==> config.mk <==
export PLATFORM = sky130hd
export DESIGN_NAME = control_sequencer
export DESIGN_NICKNAME = d
export VERILOG_FILES = /design/src/rtl/cpu_ctrl_pkg.sv /design/src/rtl/step_timer.sv /design/src/rtl/control_sequencer.sv
export SDC_FILE = /design/constraint.sdc
export NUM_CORES = 1
export LEC_CHECK = 0
export ABC_CLOCK_PERIOD_IN_PS = 3200
export BUFFER_PORTS_ARGS = -buffer_cell sky130_fd_sc_hd__buf_2
export CAP_MARGIN = 20
export CORE_UTILIZATION = 48
export CTS_CLUSTER_SIZE = 12
export DETAILED_ROUTE_END_ITERATION = 7
export MAX_ROUTING_LAYER = met4
export PLACE_DENSITY = 0.85
export REMOVE_ABC_BUFFERS = 1
export SETUP_SLACK_MARGIN = 0.5
export SYNTH_ARGS = -nofsm -noshare
export SYNTH_HDL_FRONTEND = slang
export SYNTH_HIERARCHICAL = 1
export SYNTH_SLANG_ARGS = --single-unit
==> constraint.sdc <==
create_clock -name clk -period 3.2 [get_ports clk]
set_input_delay 0.16 -clock clk [delete_from_list [all_inputs] [get_ports clk]]
set_output_delay 0.16 -clock clk [all_outputs]
set_load 0.02 [all_outputs]
==> src/rtl/cpu_ctrl_pkg.sv <==
// Shared definitions for the hardwired control sequencer: opcode values,
// sequencer step encodings and the opcode field position inside IR.
package cpu_ctrl_pkg;

    localparam int OPC_MSB = 31;
    localparam int OPC_LSB = 27;
    localparam int OPC_W   = OPC_MSB - OPC_LSB + 1;

    localparam logic [OPC_W-1:0] OP_ADD  = 5'b00011;
    localparam logic [OPC_W-1:0] OP_SUB  = 5'b00100;
    localparam logic [OPC_W-1:0] OP_AND  = 5'b00101;
    localparam logic [OPC_W-1:0] OP_OR   = 5'b00110;
    localparam logic [OPC_W-1:0] OP_ROR  = 5'b00111;
    localparam logic [OPC_W-1:0] OP_ROL  = 5'b01000;
    localparam logic [OPC_W-1:0] OP_SHR  = 5'b01001;
    localparam logic [OPC_W-1:0] OP_SHRA = 5'b01010;
    localparam logic [OPC_W-1:0] OP_SHL  = 5'b01011;
    localparam logic [OPC_W-1:0] OP_MUL  = 5'b01111;
    localparam logic [OPC_W-1:0] OP_DIV  = 5'b10000;
    localparam logic [OPC_W-1:0] OP_NEG  = 5'b10001;
    localparam logic [OPC_W-1:0] OP_NOT  = 5'b10010;
    localparam logic [OPC_W-1:0] OP_NOP  = 5'b11010;
    localparam logic [OPC_W-1:0] OP_HALT = 5'b11011;

    typedef enum logic [3:0] {
        S_RST  = 4'd0,
        S_T0   = 4'd1,
        S_T1   = 4'd2,
        S_T2   = 4'd3,
        S_T3   = 4'd4,
        S_T4   = 4'd5,
        S_T5   = 4'd6,
        S_T6   = 4'd7,
        S_HALT = 4'd8
    } state_e;

    typedef enum logic [2:0] {
        CLS_ALU2,
        CLS_MULDIV,
        CLS_UNARY,
        CLS_NOP,
        CLS_HALT,
        CLS_ILLEGAL
    } op_class_e;

    // The execute sequence length and strobe pattern depend only on the class.
    function automatic op_class_e classify(input logic [OPC_W-1:0] op);
        case (op)
            OP_ADD, OP_SUB, OP_AND, OP_OR, OP_ROR,
            OP_ROL, OP_SHR, OP_SHRA, OP_SHL: return CLS_ALU2;
            OP_MUL, OP_DIV:                  return CLS_MULDIV;
            OP_NEG, OP_NOT:                  return CLS_UNARY;
            OP_NOP:                          return CLS_NOP;
            OP_HALT:                         return CLS_HALT;
            default:                         return CLS_ILLEGAL;
        endcase
    endfunction

endpackage

==> src/rtl/step_timer.sv <==
// Counts T1 cycles spent waiting on memory and flags the cycle in which
// the wait budget runs out. A budget of zero never times out.
module step_timer #(
    parameter int MAX_WAIT = 15
) (
    input  logic clk,
    input  logic rst_n,
    input  logic in_t1_i,
    input  logic mem_ready_i,
    output logic timeout_o
);

    localparam int CNT_W = (MAX_WAIT < 2) ? 1 : $clog2(MAX_WAIT + 1);
    localparam logic [CNT_W-1:0] CNT_MAX  = CNT_W'(MAX_WAIT);
    localparam logic [CNT_W-1:0] CNT_LAST = CNT_W'((MAX_WAIT > 0) ? MAX_WAIT - 1 : 0);

    logic [CNT_W-1:0] wait_cnt_q, wait_cnt_d;

    always_ff @(posedge clk or negedge rst_n) begin
        if (!rst_n) begin
            wait_cnt_q <= '0;
        end else begin
            wait_cnt_q <= wait_cnt_d;
        end
    end

    // Held at zero outside T1 so every fresh T1 visit starts from a clean count.
    always_comb begin
        wait_cnt_d = '0;
        if (in_t1_i) begin
            wait_cnt_d = wait_cnt_q;
            if (!mem_ready_i && (wait_cnt_q != CNT_MAX)) begin
                wait_cnt_d = wait_cnt_q + CNT_W'(1);
            end
        end
    end

    // A ready in the final cycle wins over the timeout.
    assign timeout_o = (MAX_WAIT > 0) && in_t1_i && !mem_ready_i && (wait_cnt_q == CNT_LAST);

endmodule

==> src/rtl/control_sequencer.sv <==
// Hardwired fetch/execute control unit: steps T0..T6 and decodes the
// DataPath register-transfer strobes from the current step and latched opcode.
module control_sequencer
    import cpu_ctrl_pkg::*;
#(
    parameter int DATA_W   = 32,
    parameter int OP_W     = 5,
    parameter int MAX_WAIT = 15
) (
    input  logic              clk,
    input  logic              clear,
    input  logic              mem_ready,
    input  logic [DATA_W-1:0] ir,
    output logic              PCout,
    output logic              Zlowout,
    output logic              Zhighout,
    output logic              MDRout,
    output logic              PCin,
    output logic              MARin,
    output logic              MDRin,
    output logic              IRin,
    output logic              Yin,
    output logic              Zin,
    output logic              LOin,
    output logic              HIin,
    output logic              IncPC,
    output logic              Read,
    output logic [OP_W-1:0]   Operator,
    output logic              Gra,
    output logic              Grb,
    output logic              Grc,
    output logic              Rin,
    output logic              Rout,
    output logic              run,
    output logic              illegal_op,
    output logic              mem_timeout
);

    state_e           state_q, state_d;
    logic [OPC_W-1:0] opcode_q, opcode_d;
    op_class_e        op_cls;
    logic             timeout;
    logic             unused_ir;

    assign op_cls    = classify(opcode_q);
    assign unused_ir = ^ir[OPC_LSB-1:0];

    step_timer #(
        .MAX_WAIT (MAX_WAIT)
    ) u_step_timer (
        .clk         (clk),
        .rst_n       (clear),
        .in_t1_i     (state_q == S_T1),
        .mem_ready_i (mem_ready),
        .timeout_o   (timeout)
    );

    always_ff @(posedge clk or negedge clear) begin
        if (!clear) begin
            state_q  <= S_RST;
            opcode_q <= '0;
        end else begin
            state_q  <= state_d;
            opcode_q <= opcode_d;
        end
    end

    // The opcode is captured only on the T2->T3 edge, so IR may change freely otherwise.
    always_comb begin
        state_d  = state_q;
        opcode_d = opcode_q;
        case (state_q)
            S_RST: state_d = S_T0;
            S_T0:  state_d = S_T1;
            S_T1: begin
                if (mem_ready)    state_d = S_T2;
                else if (timeout) state_d = S_HALT;
            end
            S_T2: begin
                state_d  = S_T3;
                opcode_d = ir[OPC_MSB:OPC_LSB];
            end
            S_T3: begin
                case (op_cls)
                    CLS_ALU2, CLS_MULDIV, CLS_UNARY: state_d = S_T4;
                    CLS_HALT:                        state_d = S_HALT;
                    default:                         state_d = S_T0;
                endcase
            end
            S_T4:    state_d = (op_cls == CLS_UNARY) ? S_T0 : S_T5;
            S_T5:    state_d = (op_cls == CLS_MULDIV) ? S_T6 : S_T0;
            S_T6:    state_d = S_T0;
            S_HALT:  state_d = S_HALT;
            default: state_d = S_RST;
        endcase
    end

    always_comb begin
        PCout = 1'b0; Zlowout = 1'b0; Zhighout = 1'b0; MDRout = 1'b0;
        PCin = 1'b0; MARin = 1'b0; MDRin = 1'b0; IRin = 1'b0;
        Yin = 1'b0; Zin = 1'b0; LOin = 1'b0; HIin = 1'b0;
        IncPC = 1'b0; Read = 1'b0; Operator = '0;
        Gra = 1'b0; Grb = 1'b0; Grc = 1'b0; Rin = 1'b0; Rout = 1'b0;
        run = (state_q != S_RST) && (state_q != S_HALT);
        illegal_op = 1'b0;
        mem_timeout = timeout;
        case (state_q)
            S_T0: begin PCout = 1'b1; MARin = 1'b1; IncPC = 1'b1; Zin = 1'b1; end
            S_T1: begin Zlowout = 1'b1; PCin = 1'b1; Read = 1'b1; MDRin = 1'b1; end
            S_T2: begin MDRout = 1'b1; IRin = 1'b1; end
            S_T3: begin
                case (op_cls)
                    CLS_ALU2:    begin Grb = 1'b1; Rout = 1'b1; Yin = 1'b1; end
                    CLS_MULDIV:  begin Gra = 1'b1; Rout = 1'b1; Yin = 1'b1; end
                    CLS_UNARY:   begin Grb = 1'b1; Rout = 1'b1; Zin = 1'b1; Operator = OP_W'(opcode_q); end
                    CLS_ILLEGAL: illegal_op = 1'b1;
                    default:     ;
                endcase
            end
            S_T4: begin
                case (op_cls)
                    CLS_ALU2:   begin Grc = 1'b1; Rout = 1'b1; Zin = 1'b1; Operator = OP_W'(opcode_q); end
                    CLS_MULDIV: begin Grb = 1'b1; Rout = 1'b1; Zin = 1'b1; Operator = OP_W'(opcode_q); end
                    CLS_UNARY:  begin Zlowout = 1'b1; Gra = 1'b1; Rin = 1'b1; end
                    default:    ;
                endcase
            end
            S_T5: begin
                case (op_cls)
                    CLS_ALU2:   begin Zlowout = 1'b1; Gra = 1'b1; Rin = 1'b1; end
                    CLS_MULDIV: begin Zlowout = 1'b1; LOin = 1'b1; end
                    default:    ;
                endcase
            end
            S_T6: begin
                if (op_cls == CLS_MULDIV) begin
                    Zhighout = 1'b1;
                    HIin     = 1'b1;
                end
            end
            default: ;
        endcase
    end

endmodule
Word-level counts from Yosys, hierarchy flattened
Memory sizes are Yosys's and may differ from the RTL's.
Index checks and enable logic that the tools add are counted.
{"block": "word_totals", "register_bits": 13, "latchBits": 0, "ram_bits": 0, "romBits": 96, "memories": 1}
{"memory": "(no name shown)", "words": 32, "width": 3, "read_ports": 1, "rd_ports_with_merged_regs": 0, "wr": 0, "line": "cpu_ctrl_pkg.sv:48", "source": "case (op)"}
{"block": "op_classes", "add_sub_neg": 1, "mul": 0, "n_div": 0, "order_cmp": 0, "n_eq_ne": 17, "shift": 0, "muxes": 32, "bitwise_logic": 0, "n_reduce_logical": 12}
{"cell": "$pmux W4 S8", "n": 1}
{"cell": "$eq A4 B3 Y1 const B", "n": 4}
{"cell": "$mux W4", "n": 4}
{"cell": "$mux W1", "n": 15}
{"cell": "$mux W5", "n": 2}
{"cell": "$pmux W5 S2", "n": 1}
{"cell": "$pmux W1 S3", "n": 3}
{"cell": "$eq A4 B2 Y1 const B", "n": 2}
{"cell": "$eq A4 B4 Y1 const B", "n": 2}
{"cell": "$ne A4 B4 Y1 const B", "n": 2}
{"cell": "$pmux W4 S2", "n": 1}
{"cell": "$eq A3 B3 Y1 const B", "n": 2}
{"cell": "$mux W3", "n": 2}
{"cell": "$pmux W1 S2", "n": 3}
{"cell": "$reduce_or A2 Y1", "n": 3}
{"cell": "$add A4 B1 Y4 const B", "n": 1}
{"cell": "$eq A4 B1 Y1 const B", "n": 1}
{"cell": "$logic_and A1 B1 Y1", "n": 4}
{"cell": "$logic_not A4 Y1", "n": 1}
{"cell": "$reduce_bool A4 Y1", "n": 1}
{"cell": "$eq A3 B1 Y1 const B", "n": 1}
{"cell": "$eq A3 B2 Y1 const B", "n": 1}
{"cell": "$logic_not A3 Y1", "n": 1}
{"cell": "$ne A3 B3 Y1 const B", "n": 1}
{"cell": "other kinds (3)", "n": 3}

Longest topological paths before layout
{"block": "logic_depth", "depth_word": 6, "depth_mapped": 7, "ltp_nobuf": 7}

Modules after synthesis
The synthesis kept the hierarchy.
{"module": "control_sequencer", "n_inst": 1, "cells_per_inst": 114, "area_per_inst_um2": 913.4, "seq_area_each_um2": 225.2}
{"module": "step_timer", "n_inst": 1, "cells_per_inst": 23, "area_per_inst_um2": 242.7, "seq_area_each_um2": 100.1}

Worst setup path after synthesis
OpenSTA, ideal clock, no wires.
{"block": "synth_path", "kind": "reg-to-reg", "startpoint": "reg state_q[0]", "endpoint": "reg state_q[1]", "setup_time_ps": 124, "arrival_time_ps": 2448, "required_ps": 3076, "slack_ps": 628, "stages_incl_launch_ff": 8, "n_path_buf": 1, "period_less_slack_ps": 2572, "cell_sequence": "dfrtp_1 > clkbuf_1 > nand2b_1 > nor3_1 > nand3_1 > nor2_1 > nand2_1 > a211o_1"}
{"block": "synth_between", "elab_chain_len": 4, "elab_cells_between_ends": 14, "cone_classes": "9 x eq/ne; 1 x mux; 4 x reduce/logical"}
{"element": "from (decl)", "line": "control_sequencer.sv:39", "source": "state_e state_q, state_d;"}
{"element": "from (signal assigned)", "line": "control_sequencer.sv:63", "source": "state_q <= state_d;"}
{"element": "$eq A4 B2 Y1", "line": "control_sequencer.sv:53", "source": ".in_t1_i (state_q == S_T1),"}
{"element": "$logic_and A1 B1 Y1 (2 in a row)", "line": "step_timer.sv:39", "source": "assign timeout_o = (MAX_WAIT > 0) && in_t1_i && !mem_ready_i && (wait_cnt_q == CNT_LAST);"}
{"element": "via mem_timeout", "line": "control_sequencer.sv:36", "source": "output logic mem_timeout"}
{"element": "$ne A3 B3 Y1 (no source line)"}
The timed path passes the listed nets, and every way through them passes these cells.
A chain may end at the register's enable or synchronous reset.

Worst setup path after layout
{"block": "layout_path", "startpoint": "reg opcode_q[1]", "endpoint": "out Gra"}
{"block": "layout_between", "elab_chain_len": 4, "elab_cells_between_ends": 8, "cone_classes": "2 x eq/ne; 4 x mux; 1 x reduce/logical; 1 x memory"}
{"element": "from (decl)", "line": "control_sequencer.sv:40", "source": "logic [OPC_W-1:0] opcode_q, opcode_d;"}
{"element": "from (signal assigned)", "line": "control_sequencer.sv:64", "source": "opcode_q <= opcode_d;"}
{"element": "$mem_v2 Z32 W3 (*)"}
{"element": "$eq A3 B2 Y1, or another cell as far along", "line": "control_sequencer.sv:121", "source": "case (op_cls)"}
{"element": "$mux W1 (on tied branches)", "line": "control_sequencer.sv:121, control_sequencer.sv:112, control_sequencer.sv:129"}
{"element": "$pmux W1 S3 (*)", "line": "control_sequencer.sv:107", "source": "case (state_q)"}
{"element": "to (decl)", "line": "control_sequencer.sv:29", "source": "output logic Gra,"}
Every way passes the cells marked *; elsewhere a longest branch is shown, timed or not.

==> metrics.txt <==
GRT Residual Overflow 0; Global Route met1 Usage 0.312; global route hottest layer met2; most frequent cells in the layout 34 x buf_2, 13 x dfrtp_1, 10 x nor2_1; Die X ~51 um; Seq cells post-synth 13; Slew headroom 0.592; Pre-antenna DRT Iters 4; Worst R2R Start opcode_q[1]; die area between 2000 and 3000 um^2; max cap viols 0; clock root cell clkbuf_4; required time of the critical path slightly above 3 ns; PD cells 922 nW/um^2; Syn-to-layout area delta 12.4%; EDFF count, synth 0; core area 2230 um^2; initial antenna violation count 0; Hold Crit Class in -> reg; library cells used by synthesis 48; Synth async-reset ratio 1.00; Final Cycle Share 0.784; CTS resizes 0; grt met3 use 0.0119; diodes inserted 0; most common cell after layout, fill and taps aside buf_2; Worst Slack Setup Final 0.691 ns; DRT iter0 DRCs 24; syn_area_per_cell roughly 8.4 um^2; IO buf count 34; CP Capture Type output port; Initial Util 0.518; # IOs 62; CTS Sinks 13; number of hold buffers added after CTS 1; routed length per instance 13.8 um; Fmax achieved 399 MHz; register area share after synthesis 0.281; number of global-route vias before repair 950; critical path arrival about 2.4 ns; Critical Path Start opcode_q[1]; DRC 0; final setup fails 0; leakage between 0.6 and 0.7 nW; YS warnings 6; fin nets a little over 200; Design Area, Final 1300 um^2; slowest CP cell or3_1; Startpoint Class flip-flop; GPL Wtd Cong just over 0.8; share of cells above drive strength 1 0.315; startpoint of the worst hold path ir[27]; Clock Skew between 0.005 and 0.006 ns; latest clock arrival within the worst-skew pair 0.28 ns; met2 GRT Util 0.349; Gate Count Post-Synth ~140; setup repair bufs after CTS 0; DP Wirelength between 1.5 and 2 mm; DR vias around 1100; die height a little over 50 um; result of the run finished clean; Fin. Hold Viols 0; CTS tree built; RSZ-0062 raised after global routing false; Detailed Route WL 2.63 mm; mapped cell area approximately 1200 um^2; worst-margin pin slew around 0.61 ns; Tmin final around 2.5 ns; CP Max Fanout 10; total track usage 0.235; Slew Viols, Final 0; CTS Buf Count 3; ys flop type dfrtp_1; Clock Tree Buf Depth 2; num rows 17; first-pass GRT wire length between 4 and 5 mm; post-DR vias/cell ~5.7; largest net degree at the start of global routing 16; worst path bufs/invs 1; worst path cell trace ha_1, or3_1, a21oi_2, a2bb2oi_1, o32ai_1, buf_2; Post-DRT Antenna Nets 0; H-tree levels 1; WS Path Type reg -> out; Area after DPL roughly 1300 um^2; clock-pin slew on the worst setup and hold paths about 0.07 ns; peak supply drop 0.000606 V; CP max stage delay roughly 0.42 ns; cell family with most CP delay compound AO/OA/AOI/OAI gates; pre-CTS setup slack 1.02 ns
metrics by stage:
stage               TNS (ns)  instances  utilization  power [mW]  hold WS [ns]
finish                     0        190        0.582        1.20        0.0968
global route               0        190        0.582        1.30         0.112
CTS                        0        190        0.582        1.20        0.0899
detailed placement         0        185        0.566        1.09        0.0609
global placement           0        185        0.566        1.05        0.0581
floorplan            -0.0296        122            -       0.875        -0.136
registers in the layout (all words and copies together) (netlist names):
register                 count
opcode_q                     5
state_q                      4
u_step_timer/wait_cnt_q      4
path summary, 6_finish.rpt:
path	to	slack [ns]	cells after the start
worst max-delay path	Gra	0.69	6
worst min-delay path	opcode_q[0]	0.1	3
worst max register to register	state_q[2]	1.15	5
worst min register to register	opcode_q[1]	0.58	1
max in group asynchronous	opcode_q[0]	2.66	2
min in group asynchronous	state_q[3]	0.30	2
worst min-delay path, cell delays in order:
cell	delay, ns
buf_2	0.08
nand2_1	0.03
o21ai_0	0.07
where the power goes:
group / leakage, nW / internal, mW / total, mW / switching, mW
combinational: 0.431 / 0.303 / 0.744 / 0.441
sequential: 0.166 / 0.221 / 0.351 / 0.130
clock: 0.0150 / 0.0485 / 0.103 / 0.0548
total: 0.613 / 0.573 / 1.20 / 0.626
cell usage after synthesis, drive strengths merged (3+ instances only):
cell type	number	area share
nor2	11	0.038
a21oi	10	0.047
and2	5	0.027
ha	4	0.043
nor3	6	0.030
inv	9	0.029
o21ai	6	0.026
mux2	4	0.039
nand2b	7	0.044
nand3	3	0.013
nand2	7	0.023
clkbuf	3	0.011
or3	6	0.032
dfrtp	13	0.28
buf	12	0.080
cells by family after synthesis:
group | after synthesis | share of synthesized area
DFF | 13 | 0.281
and+or+nand+nor | 55 | 0.276
adders and majority gates | 4 | 0.0433
xor gates and xnor gates | 1 | 0.00758
buffers and inverters | 24 | 0.120
AOI/OAI and AO/OA | 36 | 0.233
muxes | 4 | 0.0390
per-layer routing:
layer	routed length, um	part of all wire	vias to the layer above
met5	0	0	-
met4	61	0.023	0
met3	92	0.035	5
met2	1280	0.49	27
met1	1200	0.46	517
li1	-	-	542
cell type report:
cell class,instances,area [um^2]
timing repair buffer,36,188
clock buffer,4,26.3
sequential,13,325
tap,28,35.0
inverter,9,33.8
multi-input combinational,100,692
fill,205,933
(Power assumes the default switching activity.)
